### src/rtl/inst_fetch.sv
// Instruction fetch stage: owns the PC, handshakes with program memory,
// feeds one word per cycle to decode with a one-word skid buffer and
// flushes to NOP on redirect.
module inst_fetch #(
  parameter int unsigned PC_W     = 14,
  parameter logic [15:0] NOP_WORD = 16'h0000
) (
  input  logic            clk,
  input  logic            rst,
  input  logic            stall,
  input  logic            redirect_valid,
  input  logic [PC_W-1:0] redirect_pc,
  output logic            pm_req,
  output logic [PC_W-1:0] pm_addr,
  input  logic            pm_ack,
  input  logic [15:0]     pm_data,
  output logic [15:0]     instR,
  output logic            inst_valid,
  output logic [PC_W-1:0] pc_out
);

  localparam int unsigned DATA_W = 16;

  typedef enum logic [1:0] {
    S_IDLE = 2'd0,
    S_REQ  = 2'd1,
    S_FULL = 2'd2,
    S_DROP = 2'd3
  } state_t;

  state_t              r_state, w_state;
  logic [PC_W-1:0]     r_pc, w_pc;
  logic [PC_W-1:0]     r_pm_addr, w_pm_addr;
  logic                r_pm_req, w_pm_req;
  logic [DATA_W-1:0]   r_inst, w_inst;
  logic                r_valid, w_valid;
  logic [PC_W-1:0]     r_pc_out, w_pc_out;
  logic [DATA_W-1:0]   r_skid_data, w_skid_data;
  logic [PC_W-1:0]     r_skid_pc, w_skid_pc;
  logic                w_out_free;

  // Decode can take a new word when the current one is a bubble or is being consumed.
  assign w_out_free = !r_valid || !stall;

  // Next-state and next-output computation; redirect overrides everything else.
  always_comb begin
    w_state     = r_state;
    w_pc        = r_pc;
    w_pm_addr   = r_pm_addr;
    w_inst      = r_inst;
    w_valid     = r_valid;
    w_pc_out    = r_pc_out;
    w_skid_data = r_skid_data;
    w_skid_pc   = r_skid_pc;

    case (r_state)
      S_IDLE: begin
        w_state   = S_REQ;
        w_pm_addr = r_pc;
      end
      S_REQ: begin
        if (pm_ack) begin
          w_pc = r_pc + PC_W'(1);
          if (w_out_free) begin
            w_inst    = pm_data;
            w_pc_out  = r_pm_addr;
            w_valid   = 1'b1;
            w_pm_addr = r_pc + PC_W'(1);
          end else begin
            w_skid_data = pm_data;
            w_skid_pc   = r_pm_addr;
            w_state     = S_FULL;
          end
        end else if (w_out_free) begin
          w_inst  = NOP_WORD;
          w_valid = 1'b0;
        end
      end
      S_FULL: begin
        if (!stall) begin
          w_inst    = r_skid_data;
          w_pc_out  = r_skid_pc;
          w_valid   = 1'b1;
          w_pm_addr = r_pc;
          w_state   = S_REQ;
        end
      end
      S_DROP: begin
        // Stale fetch must still complete; its data is thrown away.
        if (pm_ack) begin
          w_pm_addr = r_pc;
          w_state   = S_REQ;
        end
        if (w_out_free) begin
          w_inst  = NOP_WORD;
          w_valid = 1'b0;
        end
      end
      default: w_state = S_IDLE;
    endcase

    if (redirect_valid) begin
      w_inst      = NOP_WORD;
      w_valid     = 1'b0;
      w_skid_data = NOP_WORD;
      w_skid_pc   = '0;
      w_pc        = redirect_pc;
      if (((r_state == S_REQ) || (r_state == S_DROP)) && !pm_ack) begin
        w_state = S_DROP;
      end else begin
        w_pm_addr = redirect_pc;
        w_state   = S_REQ;
      end
    end

    w_pm_req = (w_state == S_REQ) || (w_state == S_DROP);
  end

  // State and output registers.
  always_ff @(posedge clk or posedge rst) begin
    if (rst) begin
      r_state     <= S_IDLE;
      r_pc        <= '0;
      r_pm_addr   <= '0;
      r_pm_req    <= 1'b0;
      r_inst      <= NOP_WORD;
      r_valid     <= 1'b0;
      r_pc_out    <= '0;
      r_skid_data <= NOP_WORD;
      r_skid_pc   <= '0;
    end else begin
      r_state     <= w_state;
      r_pc        <= w_pc;
      r_pm_addr   <= w_pm_addr;
      r_pm_req    <= w_pm_req;
      r_inst      <= w_inst;
      r_valid     <= w_valid;
      r_pc_out    <= w_pc_out;
      r_skid_data <= w_skid_data;
      r_skid_pc   <= w_skid_pc;
    end
  end

  assign pm_req     = r_pm_req;
  assign pm_addr    = r_pm_addr;
  assign instR      = r_inst;
  assign inst_valid = r_valid;
  assign pc_out     = r_pc_out;

endmodule

### config.mk
export PLATFORM = sky130hd
export DESIGN_NAME = inst_fetch
export DESIGN_NICKNAME = d
export VERILOG_FILES = /design/src/rtl/inst_fetch.sv
export SDC_FILE = /design/constraint.sdc
export NUM_CORES = 1
export LEC_CHECK = 0
export ABC_AREA = 1
export CAP_MARGIN = 20
export CORE_ASPECT_RATIO = 1.4
export CORE_MARGIN = 1
export CORE_UTILIZATION = 45
export CTS_CLUSTER_SIZE = 25
export DETAILED_ROUTE_END_ITERATION = 8
export GPL_TIMING_DRIVEN = 0
export PLACE_DENSITY = 0.79
export SETUP_SLACK_MARGIN = 0.02
export SYNTH_ARGS = -nofsm -noshare
export SYNTH_HDL_FRONTEND = slang
export SYNTH_SLANG_ARGS = --single-unit
### constraint.sdc
create_clock -name clk -period 4.2 [get_ports clk]
set_input_delay 0.84 -clock clk [delete_from_list [all_inputs] [get_ports clk]]
set_output_delay 0.84 -clock clk [all_outputs]
set_load 0.01 [all_outputs]
* Word level (Yosys, flattened, before mapping)
Cells that the tools add are included.
** Operators by class
- $add $sub $neg :: 1
- Equality and inequality tests :: 11
- Multiplexer cells :: 41
- Reductions and logical operators :: 16
** Operators with widths (count)
- $mux W14 :: 16
- $mux W16 :: 9
- $pmux W14 S4 :: 1
- $pmux W16 S3 :: 1
- $pmux W14 S2 :: 1
- $add A14 B1 Y14 const B :: 1
- $mux W2 :: 6
- $ne A2 B2 Y1 const B :: 4
- $pmux W2 S4 :: 1
- $eq A2 B2 Y1 const B :: 3
- $reduce_and A3 Y1 :: 2
- $reduce_bool A2 Y1 :: 3
- $mux W1 :: 5
- $eq A2 B1 Y1 const B :: 2
- $ne A4 B4 Y1 const B :: 1
- $reduce_and A4 Y1 :: 1
- $reduce_bool A4 Y1 :: 1
- $logic_not A1 Y1 :: 3
- $logic_or A1 B1 Y1 :: 3
- $ne A3 B3 Y1 const B :: 1
- $pmux W1 S3 :: 1
- $logic_not A2 Y1 :: 1
- $reduce_and A2 Y1 :: 1
- $logic_and A1 B1 Y1 :: 1
** Storage, ports and cells
- Register bits :: 92
- Bits of input ports :: 35
- Logic and storage cells :: 78

* Logic depth before layout (Yosys ltp)
Gate-level depths: netlist of run 1.
- Depth after elaboration :: 8
- Gate-level depth with buffers :: 11
- Mapped depth without buffers :: 10

* Least setup slack after synthesis of run 1
No wires, ideal clock.
- Path kind :: input to register
- From :: input port stall
- To :: register r_inst[10], in the netlist instR[10]
- Library setup time :: 113 ps
- Data arrival time :: 1678 ps
- Data required time :: 4087 ps
- Setup slack :: 2409 ps
- Stages :: 9
- Buffers on the path :: 1
- Cells stage by stage :: nand2_1 nor2_1 nand2_2 nand2_2 o21ai_4 buf_4 o21ai_0 nand2_1 inv_1
** On the way
- Cells in the longest elaborated chain, start to end :: 6
** Ends and longest elaborated chain
- start: declaration :: line 10 : input logic stall,
- $logic_not A1 Y1
- $logic_or A1 B1 Y1 :: line 43 : assign w_out_free = !r_valid || !stall;
- $mux W16 (2 in series)
- $pmux W16 S3
- $mux W16
- end signal: assignment :: line 136 : r_inst <= w_inst;
- end: declaration :: line 35 : logic [DATA_W-1:0] r_inst, w_inst;
Parallel ways exist; a longest one is shown, timed or not.
A chain may end at the register's enable or synchronous reset.

* Final worst setup path of run 1
- From :: input port pm_ack
- To :: register r_pm_addr[2], in the netlist pm_addr[2]
** On the way
- Cells in the longest elaborated chain, start to end :: 4
** Ends and longest elaborated chain
- start: declaration :: line 15 : input logic pm_ack,
- $mux W14 (tied with other cells) :: line 90 : if (pm_ack) begin
- $pmux W14 S4 / $logic_and A1 B1 Y1 (equally long branches) :: line 56, 108
- $mux W14 :: line 108 : if (((r_state == S_REQ) || (r_state == S_DROP)) && !pm_ack) begin
- $mux W14 (*) :: line 102 : if (redirect_valid) begin
- net w_pm_addr[2] :: line 33 : logic [PC_W-1:0] r_pm_addr, w_pm_addr;
- end signal: assignment :: line 134 : r_pm_addr <= w_pm_addr;
- end: declaration :: line 33
Mark *: on every way through the listed nets, which the timed path passes. The rest lies on a longest branch.

==> results of run 1 <==
-- per-layer routing --
| layer | vias up | part of all wire [%] | global-route usage [%] |
|---|---|---|---|
| met1 | 2116 | 40 | 32.9 |
| met5 | - | 0 | 0 |
| met2 | 166 | 52 | 44.3 |
| met3 | 22 | 5.4 | 1.96 |
| met4 | 0 | 2.7 | 11.7 |
| li1 | 2165 | - | - |
-- state kept, by name, indices dropped and copies added (netlist names) --
signal,cells
instR,16
inst_valid,1
pc_out,14
pm_addr,14
pm_req,1
r_pc,14
r_skid_data,16
r_skid_pc,14
r_state,1
-- metrics by stage --
stage	setup WS, ns	instance area [sq um]	hold slack, ns
finish	1.79	5910	0.477
global route	1.68	5910	0.493
CTS	1.74	5910	0.476
detailed placement	1.44	5640	0.461
global placement	-0.371	5610	0.454
floorplan	0.996	4640	0.442
-- power by group through the flow --
stage | registers [uW] | clock network [uW] | logic (uW)
2_1_floorplan | 1090 | 0 | 253
3_3_place_gp | 1080 | 0 | 534
3_5_place_dp | 1080 | 0 | 547
4_1_cts | 1070 | 753 | 551
5_1_grt | 1080 | 786 | 609
6_report | 1070 | 747 | 550
-- synth_stat cells --
library cell | n | area (sq um)
a21oi_1 | 45 | 225
a21oi_4 | 1 | 16.3
a22oi_1 | 2 | 15.0
a31oi_1 | 5 | 31.3
buf_1 | 2 | 7.51
buf_2 | 13 | 65.1
buf_4 | 3 | 22.5
buf_6 | 1 | 11.3
clkbuf_1 | 6 | 22.5
clkbuf_2 | 1 | 5.00
dfrtp_1 | 91 | 2280
ha_1 | 2 | 25.0
inv_1 | 74 | 278
inv_2 | 6 | 22.5
nand2_1 | 150 | 563
nand2_2 | 3 | 18.8
nand2_4 | 1 | 11.3
nand3_1 | 65 | 325
nand4_1 | 6 | 37.5
nor2_1 | 57 | 214
nor3_1 | 2 | 10.0
o211ai_1 | 7 | 52.6
o21a_1 | 1 | 7.51
o21ai_0 | 37 | 185
o21ai_4 | 1 | 16.3
o221ai_1 | 4 | 35.0
o22ai_1 | 17 | 106
xnor2_1 | 1 | 8.76
xor2_1 | 3 | 26.3
-- cell families (layout without fill, tap and decap cells) --
kind of cell,Yosys count,count (layout)
simple gates,284,284
compound gates,120,120
buf+inv,106,202
flops,91,91
xor+xnor,4,4
fa+ha+maj,2,2
-- how the worst max path moves through the flow --
stage,start,cells past startpoint,slack [ns],end
after CTS,pm_ack,8,1.74,pm_addr[2]$_DFF_PP0_
after global placement,rst,2,-0.37,pc_out[8]$_DFFE_PP0P_
after detailed placement,pm_ack,8,1.44,pm_addr[2]$_DFF_PP0_
after floorplan,rst,1,1.0,instR[0]$_DFFE_PP0P_
final,pm_ack,8,1.79,pm_addr[2]$_DFF_PP0_
after global routing,pm_ack,8,1.68,pm_addr[2]$_DFF_PP0_
-- critical path, delay by kind of cell --
kind	cells	cell delay, ns
buffers and inverters	4	0.84
AOI/OAI and AO/OA	1	0.20
and+or+nand+nor	3	0.78
-- cell type report --
class / count / area [sq um]
clock inverter: 5 / 37.5
fill: 914 / 4050
inverter: 80 / 303
buffer: 26 / 134
timing repair buffer: 81 / 828
tap: 135 / 169
clock buffer: 10 / 229
multi-input combinational: 410 / 1930
sequential: 91 / 2280
==> impl_metrics.csv, run 1 <==
group,metric,value,unit
status,status,"finished, final reports clean",
pwr,p_total,2360,uW
pwr,peakVddDrop,217,uV
setup_path,slowest_stage,"nor2_1",
timing,rsz0062_at_grt,"no",
timing,drv_slew,0,
setup_path,crit_chain,"clkdlybuf4s50_1 -> inv_1 -> nand2_1 -> nand2_1 -> inv_1 -> nor2_1 -> inv_1 -> o21ai_0",
setup_path,crit_required,4.45,ns
setup_path,r2r_cells,8,
routing,drt_wl_total,12800,um
place,place_inst,823,
grt,gr-total-overflow,0,
setup_path,arrival,2.66,ns
setup_path,critPathMostFrequentCell,"inv_1",
timing,tns,0,ns
cells_and_area,drive_above_1_share,6.54,%
clocking,cts_max_path_buffers,2,
timing,worst_pin_slew,0.644,ns
routing,firstDrtPassIters,7,
synth,synthMuxAreaShare,0,%
synth,synth_top_family_by_area,"simple AND/OR/NAND/NOR gates",
cells_and_area,antennaDiodeCount,0,
synth,synthCells,607,
pwr,internal_power,1630,uW
clocking,cts_resized,0,
timing,max_freq,415,MHz
timing,final-hold-violation-count,0,
pwr,swShare,31.0,%
routing,ant_nets,0,
synth,ys_seq_area_share,49.1,%
routing,drc,0,
cells_and_area,layout.cells.non_filler,838,
routing,via_count,4469,
pwr,clkPwrFrac,31.6,%
clocking,post-cts-setup-buffer-count,0,
clocking,cts_sinks,91,
synth,yosys_warnings,0,
pwr,power_density,400,mW/mm^2
grt,grt_max_degree,60,
grt,grt_pass1_vias,4239,
timing,fin_skew,0.00676,ns
clocking,postCtsHoldBufs,0,
clocking,clk_latency,0.35,ns
synth,ys_types,29,
place,hpwl,9470,um
floorplanning,core_area,0.00995,sq mm
clocking,cts_htree_levels,3,
flow_run,maxCapViolations,0,
worst_hold_path,hold_path_depth,2,
setup_path,cp_max_fo,6,
floorplanning,die_height,122,um
synth,synthAdderAreaFrac,0.539,%
routing,routed_via_density,5.33,
grt,antenna_found_initial,0,
pwr,p_sw,732,uW
clocking,cts_tree,"yes",
cells_and_area,final_common_cell,"nand2_1",
cells_and_area,area_growth,27.3,%
pwr,seq_power_share,45.1,%
floorplanning,initial_utilization,46.6,%
routing,drt_iter0_drc,371,
setup_path,r2r-start,"r_pc[0]$_DFFE_PP0P_",
clocking,clk_pin_slew,0.07,ns
timing,setup_viol,0,
grt,grtUsageTotal,25.8,%
place,gp_congestion,0.907,
setup_path,worstSetupStartpointType,"primary input",
synth,synth-simple-area-share,25.4,%
cells_and_area,final_nets,736,
synth,avgSynthCellArea,7.65,sq um
routing,detail_route.wl_per_cell,15.3,um
synth,yosys.area_share.xor_xnor,0.755,%
synth,synth_compound_area_share,14.9,%
setup_path,critical-path-max-stage-delay,0.52,ns
worst_hold_path,hp-start,"r_skid_data[4]$_DFFE_PP0P_",
pwr,p_leak,0.00286,uW
clocking,cts_made_buffers,9,
clocking,cts_root_buf,"clkbuf_16",
floorplanning,fp.dieW,87.8,um
timing,min_period,2.41,ns
floorplanning,fp-row-count,43,
floorplanning,ios,81,
synth,ys_seq_elements,91,
synth,netlist_area,0.00464,sq mm
setup_path,r2r_slack,2.39,ns
pwr,power.share.combinational,23.3,%
synth,syn-num-nets,644,
floorplanning,die-area,0.0107,sq mm
setup_path,crit_type,"primary input to register",
timing,maxSlewHeadroom,56.9,%
cells_and_area,finish.utilization,59.4,%
setup_path,worst_setup_path_end_kind,"register",
grt,grt_first_pass_wirelength,21100,um
worst_hold_path,hold_end,"r_skid_data[4]$_DFFE_PP0P_",
setup_path,reg2reg_to,"pm_addr[12]$_DFF_PP0_",
cells_and_area,mostFrequentLayoutCells,"nand2_1 (150), dfrtp_1 (91), clkdlybuf4s50_1 (80)",
timing,final.period_utilization,57.3,%
worst_hold_path,hp-class,"register to register",
place,io_buffer_count,80,
(Power assumes the default switching activity.)
==> run 2, diff against run 1 <==
==> constraint.sdc (replaced) <==
create_clock -name clk -period 2.3 [get_ports clk]
set_input_delay 0.46 -clock clk [delete_from_list [all_inputs] [get_ports clk]]
set_output_delay 0.46 -clock clk [all_outputs]
set_load 0.01 [all_outputs]
==> run 2 against run 1 <==
  * Cell count increased by 0.24%
  * Largest power group unchanged
  * Via count increased by 2.0%
  * Power increased by 95%
  * Design area increased by 1.4%
  * Non-clock buffer count increased by 1
  * Highest routed layer unchanged
  * Critical endpoint unchanged
  * First-iteration DRC count decreased by 22%
  * Sequential power increased by 82%
  * Setup slack got worse by 1.5 ns
  * Global-route usage increased by 0.70 points
==> impl_metrics.csv, run 2 (same netlist as run 1, synthesis figures left out) <==
group,metric,value,unit
status,status,"finished, final reports clean",
routing,ant_nets,0,
setup_path,cp_max_fo,6,
setup_path,worstSetupStartpointType,"primary input",
cells_and_area,final_cell_area,0.00599,sq mm
routing,drt_iter0_drc,288,
setup_path,crit_start,"pm_ack",
timing,setup_viol,0,
clocking,post-cts-setup-buffer-count,0,
routing,wl_met1,5360,um
routing,wl_met3,669,um
pwr,peakVddDrop,370,uV
grt,gr-total-overflow,0,
routing,via_count,4560,
grt,grtUsageTotal,26.5,%
timing,drv_slew,0,
setup_path,worst_setup_path_end_kind,"register",
routing,met2WireLength,6840,um
flow_run,maxCapViolations,0,
place,hpwl,9550,um
floorplanning,ios,81,
timing,fin_skew,0.00634,ns
timing,final.period_utilization,86.6,%
worst_hold_path,hp-class,"primary input to async pin",
floorplanning,fp.dieW,87.8,um
floorplanning,die_height,122,um
clocking,cts_tree,"yes",
timing,final-hold-violation-count,0,
cells_and_area,mostFrequentLayoutCells,"nand2_1 (150), dfrtp_1 (91), clkdlybuf4s50_1 (80)",
setup_path,r2r_slack,0.51,ns
pwr,power_density,771,mW/mm^2
clocking,cts_root_buf,"clkbuf_16",
pwr,p_total,4620,uW
place,dpl-instance-area,0.00566,sq mm
grt,grt_pass1_vias,4496,
routing,firstDrtPassIters,5,
routing,drt_wl_total,13200,um
setup_path,critical_path_buf_inv_count,4,
place,place_inst,824,
timing,timing.hold.ws,0.466,ns
setup_path,slowest_stage,"clkdlybuf4s50_1",
clocking,postCtsHoldBufs,0,
setup_path,crit_chain,"clkdlybuf4s50_1 -> inv_1 -> nand2_1 -> nand2_1 -> inv_1 -> nor2_1 -> inv_1 -> o21ai_0",
setup_path,arrival,2.26,ns
clocking,clk_pin_slew,0.07,ns
place,gp_congestion,0.880,
timing,worst_pin_slew,0.623,ns
cells_and_area,finish.utilization,60.2,%
grt,grt_max_degree,42,
grt,antenna_found_initial,0,
setup_path,critical-path-max-stage-delay,0.51,ns
place,io_buffer_count,80,
cells_and_area,final_common_cell,"nand2_1",
clocking,cts_resized,0,
routing,detail_route.wl_per_cell,15.7,um
floorplanning,die-area,0.0107,sq mm
cells_and_area,drive_above_1_share,6.95,%
cells_and_area,final_nets,737,
clocking,cts_max_path_buffers,2,
timing,rsz0062_at_grt,"no",
setup_path,r2r-start,"r_pc[0]$_DFFE_PP0P_",
timing,max_freq,502,MHz
setup_path,crit_required,2.57,ns
routing,drc,0,
clocking,cts_sinks,91,
floorplanning,fp-row-count,43,
clocking,cts_htree_levels,3,
cells_and_area,antennaDiodeCount,0,
setup_path,critPathMostFrequentCell,"inv_1",
setup_path,crit_type,"primary input to register",
setup_path,critPathTopFamily,"buffers and inverters",
grt,grt_first_pass_wirelength,21600,um
pwr,p_leak,0.00290,uW
routing,highest_layer,"met4",
timing,min_period,1.99,ns
routing,routed_via_density,5.43,
clocking,clk_latency,0.35,ns
floorplanning,core_area,0.00995,sq mm
timing,maxSlewHeadroom,58.3,%
clocking,cts_made_buffers,9,
floorplanning,initial_utilization,46.6,%
cells_and_area,area_growth,29.1,%
cells_and_area,layout.cells.non_filler,840,
==> run 2: final cells by class <==
type                       count  area (sq um)
clock buffer                  10           239
multi-input combinational    410          1930
clock inverter                 6          96.3
timing repair buffer          82           841
tap                          135           169
sequential                    91          2280
fill                         853          3960
buffer                        26           134
inverter                      80           304
==> run 2: routing by layer <==
metal,vias to the layer above,track usage (%)
li1,2168,-
met4,0,11.9
met2,181,45.4
met5,-,0
met1,2179,33.1
met3,32,3.39
==> run 2: path summary, 6_finish.rpt <==
| path | end | cells past startpoint |
|---|---|---|
| worst min register to register | r_skid_data[0]$_DFFE_PP0P_ | 2 |
| worst max-delay path | pm_addr[2]$_DFF_PP0_ | 8 |
| max in group asynchronous | r_pc[3]$_DFFE_PP0P_ | 4 |
| worst max register to register | pm_addr[12]$_DFF_PP0_ | 8 |
| min in group clk | r_skid_data[0]$_DFFE_PP0P_ | 2 |
| worst min-delay path | pm_addr[12]$_DFF_PP0_ | 2 |
==> run 2: metrics by stage <==
step,setup TNS [ns],worst slack [ns]
global route,0,0.184
floorplan,0,0.776
CTS,0,0.304
detailed placement,-0.0453,-0.0401
finish,0,0.307
global placement,-18.48,-0.210
==> run 2: report_power, final <==
part	total [uW]	leakage (uW)	internal (uW)	switching, uW
Combinational	1010	0.00157	478	536
Clock	1660	0.000161	995	660
Sequential	1950	0.00117	1770	178
==> run 3, diff against run 2 <==
--- a/config.mk
+++ b/config.mk
@@ -13,7 +13,7 @@
 export CTS_CLUSTER_SIZE = 25
 export DETAILED_ROUTE_END_ITERATION = 8
 export GPL_TIMING_DRIVEN = 0
-export PLACE_DENSITY = 0.79
+export PLACE_DENSITY = 0.76
 export SETUP_SLACK_MARGIN = 0.02
 export SYNTH_ARGS = -nofsm -noshare
 export SYNTH_HDL_FRONTEND = slang
==> run 3 against run 2 <==
  * Die area unchanged
  * Global-route usage decreased by 0.94 points
  * Power decreased by 4.3%
  * Register-to-register slack improved by 0.02 ns
  * Maximum frequency decreased by 0.49%
  * First-iteration DRC count decreased by 5.6%
  * Cell count unchanged
  * Combinational power about the same
  * Non-clock buffer count unchanged
  * Clock power decreased by 12%
  * Critical path type unchanged
  * Critical endpoint unchanged
==> impl_metrics.csv, run 3 (same netlist as run 1, synthesis figures left out) <==
group,metric,value,unit
clocking,postCtsHoldBufs,0,
floorplanning,fp-row-count,43,
floorplanning,initial_utilization,46.6,%
clocking,cts_htree_levels,3,
timing,worst_pin_slew,0.578,ns
floorplanning,die_height,122,um
clocking,cts_sinks,91,
clocking,clk_pin_slew,0.06,ns
clocking,post-cts-setup-buffer-count,0,
timing,timing.hold.ws,0.472,ns
routing,via_count,4411,
timing,setup_viol,0,
setup_path,worst_setup_path_end_kind,"register",
clocking,clk_latency,0.35,ns
place,gp_congestion,0.985,
timing,maxSlewHeadroom,61.4,%
routing,ant_nets,0,
grt,grt_pass1_vias,4309,
place,io_buffer_count,80,
status,status,"finished, final reports clean",
setup_path,crit_required,2.56,ns
timing,max_freq,499,MHz
flow_run,maxCapViolations,0,
pwr,p_leak,0.00288,uW
clocking,cts_made_buffers,9,
timing,fin_skew,0.00821,ns
grt,grtUsageTotal,25.6,%
clocking,cts_resized,0,
grt,antenna_found_initial,0,
grt,gr-total-overflow,0,
floorplanning,ios,81,
routing,drc,0,
timing,min_period,2.00,ns
setup_path,cp_max_fo,6,
clocking,cts_root_buf,"clkbuf_16",
setup_path,worstSetupStartpointType,"primary input",
timing,drv_slew,0,
timing,final.period_utilization,87.1,%
cells_and_area,mostFrequentLayoutCells,"nand2_1 (150), dfrtp_1 (91), clkdlybuf4s50_1 (80)",
pwr,peakVddDrop,394,uV
cells_and_area,antennaDiodeCount,0,
timing,rsz0062_at_grt,"no",
cells_and_area,final_common_cell,"nand2_1",
cells_and_area,drive_above_1_share,6.81,%
grt,grt_first_pass_wirelength,20900,um
clocking,cts_max_path_buffers,2,
pwr,power_density,743,mW/mm^2
pwr,p_total,4420,uW
worst_hold_path,hp-class,"register to register",
clocking,cts_tree,"yes",
routing,routed_via_density,5.25,
floorplanning,fp.dieW,87.8,um
floorplanning,die-area,0.0107,sq mm
cells_and_area,final_nets,737,
cells_and_area,area_growth,28.1,%
routing,drt_iter0_drc,272,
timing,final-hold-violation-count,0,
setup_path,arrival,2.26,ns
routing,detail_route.wl_per_cell,15.1,um
routing,firstDrtPassIters,5,
floorplanning,core_area,0.00995,sq mm
routing,drt_wl_total,12700,um
place,hpwl,9440,um
setup_path,crit_type,"primary input to register",
grt,grt_max_degree,39,
[run 3: final cells by class]
class	count	area [sq um]
buffer	26	134
clock buffer	10	229
clock inverter	6	63.8
fill	902	4010
inverter	80	304
multi-input combinational	410	1930
sequential	91	2280
tap	135	169
timing repair buffer	82	841
[run 3: critical path: stages]
cell	delay, ns
clkdlybuf4s50_1	0.51
inv_1	0.10
nand2_1	0.14
nand2_1	0.14
inv_1	0.12
nor2_1	0.45
inv_1	0.14
o21ai_0	0.20
[run 3: power by group]
part	total [uW]	internal, uW	switching [uW]
combinational	1000	478	525
clock	1460	842	623
sequential	1950	1770	179
[run 3: final timing paths]
kind / slack, ns / depth (start not counted) / startpoint / endpoint
setup / recovery: 0.30 / 8 / pm_ack / pm_addr[2]$_DFF_PP0_
hold / removal: 0.47 / 2 / r_skid_data[15]$_DFFE_PP0P_ / r_skid_data[15]$_DFFE_PP0P_
setup reg to reg: 0.53 / 8 / r_pc[0]$_DFFE_PP0P_ / pm_addr[12]$_DFF_PP0_
hold reg to reg: 0.47 / 2 / r_skid_data[15]$_DFFE_PP0P_ / r_skid_data[15]$_DFFE_PP0P_
max in group asynchronous: 0.97 / 4 / rst / pm_addr[4]$_DFF_PP0_
min in group asynchronous: 0.53 / 2 / rst / r_skid_data[0]$_DFFE_PP0P_
[run 3: per-stage QoR]
stage                     setup slack, ns  instances  utilization [%]  setup TNS [ns]  cell area (sq um)
after detailed placement          -0.0464        824             56.8         -0.0464               5660
final                               0.297        840             59.8               0               5950
after floorplan                     0.776        607                -               0               4650
after global routing                0.186        840             59.8               0               5950
after CTS                           0.301        840             59.8               0               5950
after global placement             -0.206        822             56.4          -18.23               5620
[run 3: per-layer routing]
metal / part of all wire (%) / track usage (%) / up-vias
li1: - / - / 2165
met2: 51 / 42.9 / 170
met4: 2.9 / 11.5 / 0
met5: 0 / 0 / -
met3: 5.6 / 4.20 / 31
met1: 41 / 32.1 / 2045
